File: config.mk
export PLATFORM = sky130hd
export DESIGN_NAME = ones_pattern_gen
export DESIGN_NICKNAME = d
export VERILOG_FILES = /design/src/rtl/ones_pattern_gen.sv
export SDC_FILE = /design/constraint.sdc
export NUM_CORES = 1
export LEC_CHECK = 0
export BUFFER_PORTS_ARGS = -buffer_cell sky130_fd_sc_hd__buf_4
export CAP_MARGIN = 20
export CORE_ASPECT_RATIO = 0.75
export CORE_MARGIN = 2
export CORE_UTILIZATION = 31
export DETAILED_ROUTE_END_ITERATION = 6
export PLACE_DENSITY = 0.48
export SLEW_MARGIN = 20
export SYNTH_ARGS = -nofsm -noshare
export SYNTH_HDL_FRONTEND = slang
export SYNTH_SLANG_ARGS = --single-unit
File: constraint.sdc
create_clock -name clk -period 2.3 [get_ports clk]
set_input_delay 0.345 -clock clk [delete_from_list [all_inputs] [get_ports clk]]
set_output_delay 0.345 -clock clk [all_outputs]
set_load 0.01 [all_outputs]
File: src/rtl/ones_pattern_gen.sv
// Step-gated generator that fills a word with a requested number of contiguous 1s,
// one bit per active step, from the LSB upward or from the MSB downward.
module ones_pattern_gen #(
  parameter int WIDTH = 8
) (
  input  logic             clk,
  input  logic             reset,
  input  logic             step,
  input  logic             command,
  input  logic [3:0]       countIn,
  input  logic             msbFirst,
  output logic [WIDTH-1:0] pattern,
  output logic [1:0]       state_reg,
  output logic             done,
  output logic             clamped
);

  // Handshake: command is a level request sampled only on step=1 edges. Raising it
  // in IDLE starts a fill with the values latched on the previous IDLE step; done
  // rises on DONE entry and stays high until command drops, after which the block
  // returns to IDLE and clears done/pattern on the next IDLE step.
  typedef enum logic [1:0] {
    ST_ILLEGAL = 2'b00,
    ST_IDLE    = 2'b01,
    ST_FILL    = 2'b10,
    ST_DONE    = 2'b11
  } state_t;

  localparam logic [4:0] WIDTH_5 = 5'(WIDTH);
  localparam logic [3:0] WIDTH_4 = 4'(WIDTH);

  logic [1:0]       state_q,     state_d;
  logic [WIDTH-1:0] pattern_q,   pattern_d;
  logic [3:0]       remaining_q, remaining_d;
  logic             msb_q,       msb_d;
  logic             done_q,      done_d;
  logic             clamped_q,   clamped_d;
  logic             over_width;

  assign over_width = ({1'b0, countIn} > WIDTH_5);

  always_comb begin
    state_d     = state_q;
    pattern_d   = pattern_q;
    remaining_d = remaining_q;
    msb_d       = msb_q;
    done_d      = done_q;
    clamped_d   = clamped_q;
    if (step) begin
      case (state_q)
        ST_IDLE: begin
          if (command) begin
            state_d = ST_FILL;
            done_d  = 1'b0;
          end else begin
            done_d      = 1'b0;
            pattern_d   = '0;
            remaining_d = over_width ? WIDTH_4 : countIn;
            msb_d       = msbFirst;
            clamped_d   = over_width;
          end
        end
        ST_FILL: begin
          if (remaining_q == 4'd0) begin
            state_d = ST_DONE;
            done_d  = 1'b1;
          end else begin
            pattern_d   = msb_q ? {1'b1, pattern_q[WIDTH-1:1]}
                                : {pattern_q[WIDTH-2:0], 1'b1};
            remaining_d = remaining_q - 4'd1;
          end
        end
        ST_DONE: begin
          done_d = 1'b1;
          if (!command) state_d = ST_IDLE;
        end
        default: begin
          state_d = ST_IDLE;
          done_d  = 1'b0;
        end
      endcase
    end
  end

  always_ff @(posedge clk or negedge reset) begin
    if (!reset) begin
      state_q     <= ST_IDLE;
      pattern_q   <= '0;
      remaining_q <= 4'd0;
      msb_q       <= 1'b0;
      done_q      <= 1'b0;
      clamped_q   <= 1'b0;
    end else begin
      state_q     <= state_d;
      pattern_q   <= pattern_d;
      remaining_q <= remaining_d;
      msb_q       <= msb_d;
      done_q      <= done_d;
      clamped_q   <= clamped_d;
    end
  end

  assign pattern   = pattern_q;
  assign state_reg = state_q;
  assign done      = done_q;
  assign clamped   = clamped_q;

endmodule

# Yosys cells after proc, flatten, opt, wreduce, memory -nomap -nowiden
# Cells that the tools add are included.
dict set report op_classes {
  n_addsub 1
  order_cmp 1
  n_eq_ne 8
  muxes 14
  bitwise_logic 1
  reduce_logical 6
}
# operator n
set ops {}
lappend ops {{8-bit 2-to-1 mux} 3}
lappend ops {{8-bit case mux with 2 select lines} 1}
lappend ops {{4-bit 2-to-1 mux} 3}
lappend ops {{2-bit != test, second input constant} 5}
lappend ops {{4-bit case mux with 2 select lines} 1}
lappend ops {{4-bit AND reduction} 2}
lappend ops {{2-bit 2-to-1 mux} 3}
lappend ops {{2-bit case mux with 3 select lines} 1}
lappend ops {{2-bit equality test, second input constant} 2}
lappend ops {{4-bit > comparator, second input constant} 1}
lappend ops {{4-bit logical NOT} 1}
lappend ops {{4-bit by 1-bit subtractor with 4-bit output, second input constant} 1}
lappend ops {{3-bit AND reduction} 1}
lappend ops {{2-bit by 1-bit equality test with 1-bit output, second input constant} 1}
lappend ops {{1-bit case mux with 2 select lines} 1}
lappend ops {{2-bit AND reduction} 1}
lappend ops {{2-bit nonzero test} 1}
lappend ops {{1-bit 2-to-1 mux} 1}
lappend ops {{1-bit inverter} 1}
dict set report totals {
  ff_bits 17
  inputBits 9
  output_inout_bits 12
  word_cells 37
}

# Depth between registers and ports, before layout
# Gate-level depths: netlist (run 1).
dict set report logic_depth {
  ltp_word 4
  depth_mapped 8
  depth_no_buf 6
}

# Least setup slack after synthesis (run 1)
# Ideal clock, no wire load.
dict set report synth_timing {
  path_kind {register -> register}
  startpoint {reg state_q[0] (netlist: state_reg[0])}
  endpoint {reg pattern_q[0] (netlist: pattern[0])}
  setup_time_ns 0.125
  arrival_time_ns 1.747
  required_time_ns 2.175
  path_slack_ns 0.428
  path_stages_with_launch 7
  path_buffers 1
  period_less_slack_ns 1.872
  cell_sequence {dfstp_2 > inv_1 > ha_1 > or2_2 > o211a_1 > buf_6 > mux2_4}
}
dict set report synth_via {
  elab_chain_len 3
  word_cells_on_any_way 7
  classes_between {eq/ne: 4; mux: 1; reduce/logical: 2}
}
# item line_no
set synth_rtl {}
lappend synth_rtl {{from (decl)} 32} ;# logic [1:0] state_q, state_d;
lappend synth_rtl {{from (signal assigned)} 94} ;# state_q <= state_d;
lappend synth_rtl {{2-bit equality test or 2-bit by 1-bit equality test with 1-bit output (tied branches)} 50} ;# case (state_q)
lappend synth_rtl {{2-bit != test (no source line) or 2-bit nonzero test (tied branches)} n/a}
lappend synth_rtl {{4-bit AND reduction (no source line)} n/a}
lappend synth_rtl {{to (signal assigned)} 95} ;# pattern_q <= pattern_d;
lappend synth_rtl {{to (decl)} 33} ;# logic [WIDTH-1:0] pattern_q, pattern_d;
# Parallel ways exist; a longest one is shown, timed or not.
# A chain may end at the register's enable or synchronous reset.

# Worst setup path after layout (run 1)
dict set report layout_timing {
  startpoint {reg state_q[1] (netlist: state_reg[1])}
  endpoint {reg pattern_q[0] (netlist: pattern[0])}
}
# The elaborated chain is that of the path after synthesis.

==> results.json, run 1 <==
{
  "die_w_um": 68.2,
  "pwr-share-clk_pct": 16.8,
  "gp_congestion": 0.728,
  "tns_ps": 0,
  "rrSetupSlack_ps": 170,
  "dpl.hpwl_um": 1570,
  "worstPathRequired_ps": 2430,
  "p_leak_nw": 0.562,
  "core_sq_um": 2940,
  "sequentialPowerShare_pct": 39.3,
  "p_sw_w": 0.000503,
  "fin_skew_ps": 0.569,
  "ant_nets": 0,
  "crit_type": "reg -> reg",
  "synth.distinct_cells": 33,
  "first_pass_iters": 6,
  "ioPinCount": 21,
  "ys_ff_latch": 17,
  "syn_inst": 105,
  "syn_to_final_growth_pct": 24.8,
  "maxCapViolCount": 0,
  "arrival_ps": 2260,
  "postCtsSetupBuffers": 0,
  "setup.worst_path.end": "pattern[0]",
  "timing.rr.start": "state_reg[1]",
  "cts_inserted_buffers": 3,
  "ys_warn_count": 0,
  "cts_root_buffer": "clkbuf_8",
  "path_delay_family": "compound AO/OA/AOI/OAI gates",
  "initial_core_util_pct": 32.7,
  "pwr-share-comb_pct": 43.8,
  "grt_overflow": 0,
  "tightest_slew_ps": 574,
  "fin_crit_sh_pct": 92.5,
  "placed_area_sq_um": 1140,
  "via_count": 804,
  "worstSetupStartpoint": "state_reg[1]",
  "slew_violations": 0,
  "syn-num-nets": 118,
  "status": "complete, no violations",
  "drive_above_1_share_pct": 25.0,
  "end_kind": "register",
  "drc": 0,
  "path_depth": 5,
  "nFillCells": 307,
  "cp_cell_sequence": "inv_1, ha_1, a21boi_0, o211a_1, mux2_4",
  "power.density_nw_per_um2": 1080,
  "grt_antenna_before_repair": 0,
  "async_flop_share_pct": 100,
  "synth-edff-count": 0,
  "p_sw_share_pct": 39.0,
  "placed_cells": 161,
  "syn_avg_cell_area_sq_um": 9.13,
  "num_rows": 17,
  "cts.repair.resized": 0,
  "drt-total-wl_um": 2070,
  "nets": 142,
  "via_per_inst": 4.84,
  "hold_viol": 0,
  "grt_util_all_layers_pct": 13.7,
  "grt_max_degree": 19,
  "power_w": 0.00129,
  "critPathSlowestCell": "o211a_1",
  "n_antenna_cell": 0,
  "finalSetupViolations": 0,
  "r2r_end": "pattern[0]",
  "cts_buffer_depth": 2,
  "largest_register_ffs": 8,
  "syn_area_sq_um": 958,
  "ys.flop_type": "dfrtp_1",
  "cts_tree": "done",
  "final_cell_area_sq_um": 1200,
  "intPower_w": 0.000788,
  "relSlewSlack_pct": 61.8,
  "portBuffers": 20,
  "ir_drop_mv": 0.311,
  "grt_pass1_vias": 769,
  "max_freq_ghz": 0.470,
  "htree_num_levels": 1,
  "yosysSeqAreaShare_pct": 44.5,
  "fin_cells": 166,
  "wl_per_cell_um": 12.4,
  "crit_buf_inv": 1,
  "grt_pass1_wl_um": 3500,
  "die_h_um": 52.2,
  "clk_latency_ps": 240,
  "min_path_type": "in -> reg",
  "design.die.area_sq_um": 3560,
  "cts_sinks": 17,
  "crit_path_start_kind": "register",
  "critical_path.max_fanout": 18,
  "clkTransAtPathRegs_ps": 60,
  "r2r_cells": 5,
  "cpPeakStageDelay_ps": 600,
  "rsz0062_at_grt": "no",
  "layout_min_cycle_time_ps": 2130,
  "drtIter0Drc": 36
}
==> cells by family after synthesis <==
logic type      Yosys count  share of synthesized area, %
buf+inv                  18                          8.62
simple gates             29                          15.7
flops                    17                          44.5
mux                       5                          6.53
fa+ha+maj                 4                          5.22
compound gates           32                          19.5
==> cells in the mapped netlist, types with 2 or more instances <==
cell      instances  area [sq um]
mux2_4            2          30.0
dfrtp_1          16           400
inv_1            14          52.6
ha_1              4          50.1
nand2_1           8          30.0
nor3_1            2          10.0
o21ai_0           7          35.0
nand3_1           9          45.0
nor2_1            2          7.51
clkbuf_1          2          7.51
a21oi_1           9          45.0
mux2_2            2          22.5
buf_6             2          22.5
o21ai_1           7          35.0
==> placed cells by master (no fill, tap or decap), types with 2 or more instances in the layout <==
master,netlist,final
buf_4,0,22
nand2_1,8,8
dfrtp_1,16,16
a21oi_1,9,9
o21ai_1,7,7
nor2_1,2,2
o21ai_0,7,7
clkbuf_8,0,3
ha_1,4,4
nor3_1,2,2
mux2_4,2,2
nand3_1,9,9
mux2_2,2,2
inv_1,14,14
==> layer usage <==
layer / routed length (um) / GRT usage, % / part of all wire [%] / vias to the layer above
li1: - / - / - / 412
met1: 1040 / 18.7 / 50 / 375
met2: 890 / 20.4 / 43 / 15
met3: 122 / 5.19 / 5.9 / 2
met4: 14 / 3.00 / 0.68 / 0
met5: 0 / 0 / 0 / -
==> power groups by stage <==
stage / Clock, W / Sequential, W / Combinational (W)
after floorplan: 0 / 0.000500 / 0.000402
after global routing: 0.000246 / 0.000529 / 0.000642
after CTS: 0.000230 / 0.000510 / 0.000573
after detailed placement: 0 / 0.000513 / 0.000570
after global placement: 0 / 0.000511 / 0.000569
final: 0.000217 / 0.000508 / 0.000566
==> cell type report <==
cell class                 instances  area (sq um)  share of cell area (%)
clock buffer                       4          45.0                    3.77
tap                               38          47.5                    3.97
multi-input combinational         70           449                    37.6
sequential                        17           427                    35.7
timing repair buffer              23           175                    14.6
inverter                          14          52.6                    4.39
==> worst reg2reg max path, stage by stage, from the launching register on <==
cell and delay, ps:
dfrtp_1 390, inv_1 70, ha_1 220, a21boi_0 380, o211a_1 600, mux2_4 350
==> stage by stage <==
| step | utilization (%) | worst slack (ps) | hold slack [ps] |
|---|---|---|---|
| 6_report | 40.8 | 173 | 309 |
| 2_1_floorplan | - | 428 | 49.4 |
| 3_3_place_gp | 38.9 | 275 | 229 |
| 5_1_grt | 40.8 | 43.9 | 321 |
| 4_1_cts | 40.8 | 186 | 298 |
| 3_5_place_dp | 38.9 | 200 | 228 |
==> worst min-delay path by stage <==
| stage | from | endpoint | slack [ps] | cells after the start |
|---|---|---|---|---|
| 6_report | step | done | 310 | 2 |
| 5_1_grt | msbFirst | msb_q | 320 | 2 |
| 4_1_cts | step | done | 300 | 2 |
| 3_5_place_dp | reset | clamped | 230 | 1 |
| 3_3_place_gp | reset | clamped | 230 | 1 |
| 2_1_floorplan | reset | clamped | 50 | 0 |
==> timing repair <==
item                                    4_1_cts  5_1_grt
endpoints found under the setup margin        0        0
endpoints found under the hold margin        16        0
hold buffers                                  1        0
Power figures use the tool's default switching activity.
==> run 2: changes to the inputs <==
Settings changed: CAP_MARGIN 20 to default, CORE_ASPECT_RATIO 0.75 to 1.1.
==> results.json, run 2 (synthesis gave the netlist of run 1 again) <==
{
  "via_per_inst": 4.95,
  "grt_overflow": 0,
  "drc": 0,
  "syn_to_final_growth_pct": 22.5,
  "ant_nets": 0,
  "initial_core_util_pct": 32.0,
  "ir_drop_mv": 0.506,
  "relSlewSlack_pct": 63.6,
  "portBuffers": 20,
  "die_w_um": 57.0,
  "rrSetupSlack_ps": 180,
  "drive_above_1_share_pct": 25.8,
  "grt_pass1_wl_um": 3590,
  "dpl_worst_slack_ps": 184,
  "sequentialPowerShare_pct": 40.8,
  "grt_pass1_vias": 775,
  "num_rows": 21,
  "status": "complete, no violations",
  "via_count": 802,
  "cts_inserted_buffers": 3,
  "clk_latency_ps": 300,
  "wl_per_cell_um": 12.6,
  "layout_min_cycle_time_ps": 2120,
  "final_common_cell": "buf_4",
  "grt_util_all_layers_pct": 13.0,
  "rsz0062_at_grt": "no",
  "final_cell_mix": "buf_4 (22), dfrtp_1 (16), inv_1 (14), nand3_1 (9), a21oi_1 (9)",
  "power.density_nw_per_um2": 1050,
  "grt_antenna_before_repair": 0,
  "grt_max_degree": 19,
  "max_freq_ghz": 0.472,
  "final_cell_area_sq_um": 1170,
  "drtIter0Drc": 17,
  "placed_cells": 157,
  "tightest_slew_ps": 546,
  "p_leak_nw": 0.557,
  "clkTransAtPathRegs_ps": 110,
  "drt-total-wl_um": 2040,
  "arrival_ps": 2310,
  "cts_tree": "done",
  "placed_area_sq_um": 1140,
  "end_kind": "register",
  "largest_register_ffs": 8,
  "cts.repair.resized": 0,
  "p_sw_share_pct": 40.8,
  "setup_ws_ps": 183,
  "path_delay_family": "compound AO/OA/AOI/OAI gates",
  "design.die.area_sq_um": 3550,
  "min_path_type": "in -> reg",
  "dpl.hpwl_um": 1480,
  "crit_path_start_kind": "register",
  "tns_ps": 0,
  "fin_cells": 162,
  "n_antenna_cell": 0,
  "hold_viol": 0,
  "die_h_um": 62.3,
  "first_pass_iters": 4,
  "nets": 142,
  "multiInputGateArea_sq_um": 449,
  "core_sq_um": 3000,
  "ioPinCount": 21,
  "critPathSlowestCell": "o211a_1",
  "slew_violations": 0,
  "cts_buffer_depth": 2,
  "fin_crit_sh_pct": 92.0,
  "worstPathRequired_ps": 2500,
  "cp_cell_sequence": "inv_1, ha_1, a21boi_0, o211a_1, mux2_4",
  "hold_ws_ps": 248,
  "gp_congestion": 0.705,
  "nFillCells": 307,
  "p_sw_w": 0.000503,
  "regArea_sq_um": 427,
  "fin_skew_ps": 1.16,
  "intPower_w": 0.000730,
  "crit_buf_inv": 1,
  "maxCapViolCount": 0,
  "cts_sinks": 17,
  "critical_path.max_fanout": 18,
  "pwr-share-clk_pct": 13.9,
  "postCtsSetupBuffers": 0,
  "cts_root_buffer": "clkbuf_4",
  "finalSetupViolations": 0,
  "pwr-share-comb_pct": 45.3,
  "crit_type": "reg -> reg",
  "htree_num_levels": 1,
  "cpPeakStageDelay_ps": 580
}
-- run 2: what timing repair did --
item,4_1_cts,5_1_grt
endpoints found under the setup margin,0,0
hold buffers,1,0
endpoints found under the hold margin,16,0
-- run 2: layout make-up --
type	instances	share of cell area (%)
multi-input combinational	70	38.3
sequential	17	36.4
timing repair buffer	23	14.9
inverter	14	4.48
tap	34	3.62
clock buffer	3	1.92
clock inverter	1	0.426
-- run 2: routing by layer --
layer	GRT usage [%]	vias up	share of wire (%)	routed length, um
met5	0	-	0	0
met4	6.10	0	1.4	28
met3	2.08	4	3.3	68
met2	20.4	15	47	966
met1	17.2	374	48	973
li1	-	409	-	-
-- run 2: per-stage QoR --
| stage | utilization (%) | power (W) |
|---|---|---|
| finish | 39.2 | 0.00123 |
| CTS | 39.2 | 0.00125 |
| detailed placement | 37.9 | 0.00107 |
| floorplan | - | 0.000902 |
| global route | 39.2 | 0.00135 |
| global placement | 37.9 | 0.00107 |
-- run 2: power by group through the flow --
stage	Clock [W]	Sequential (W)	Combinational, W
after floorplan	0	0.000500	0.000402
after global placement	0	0.000509	0.000559
after detailed placement	0	0.000512	0.000562
after CTS	0.000176	0.000506	0.000566
after global routing	0.000193	0.000525	0.000635
final	0.000171	0.000504	0.000558
-- run 2: final timing paths --
check,endpoint,from,cells past startpoint
max in group asynchronous,state_reg[0],reset,2
min in group asynchronous,pattern[0],reset,2
min,done,step,2
max,pattern[0],state_reg[1],5
max reg2reg,pattern[0],state_reg[1],5
min reg2reg,clamped,clamped,2
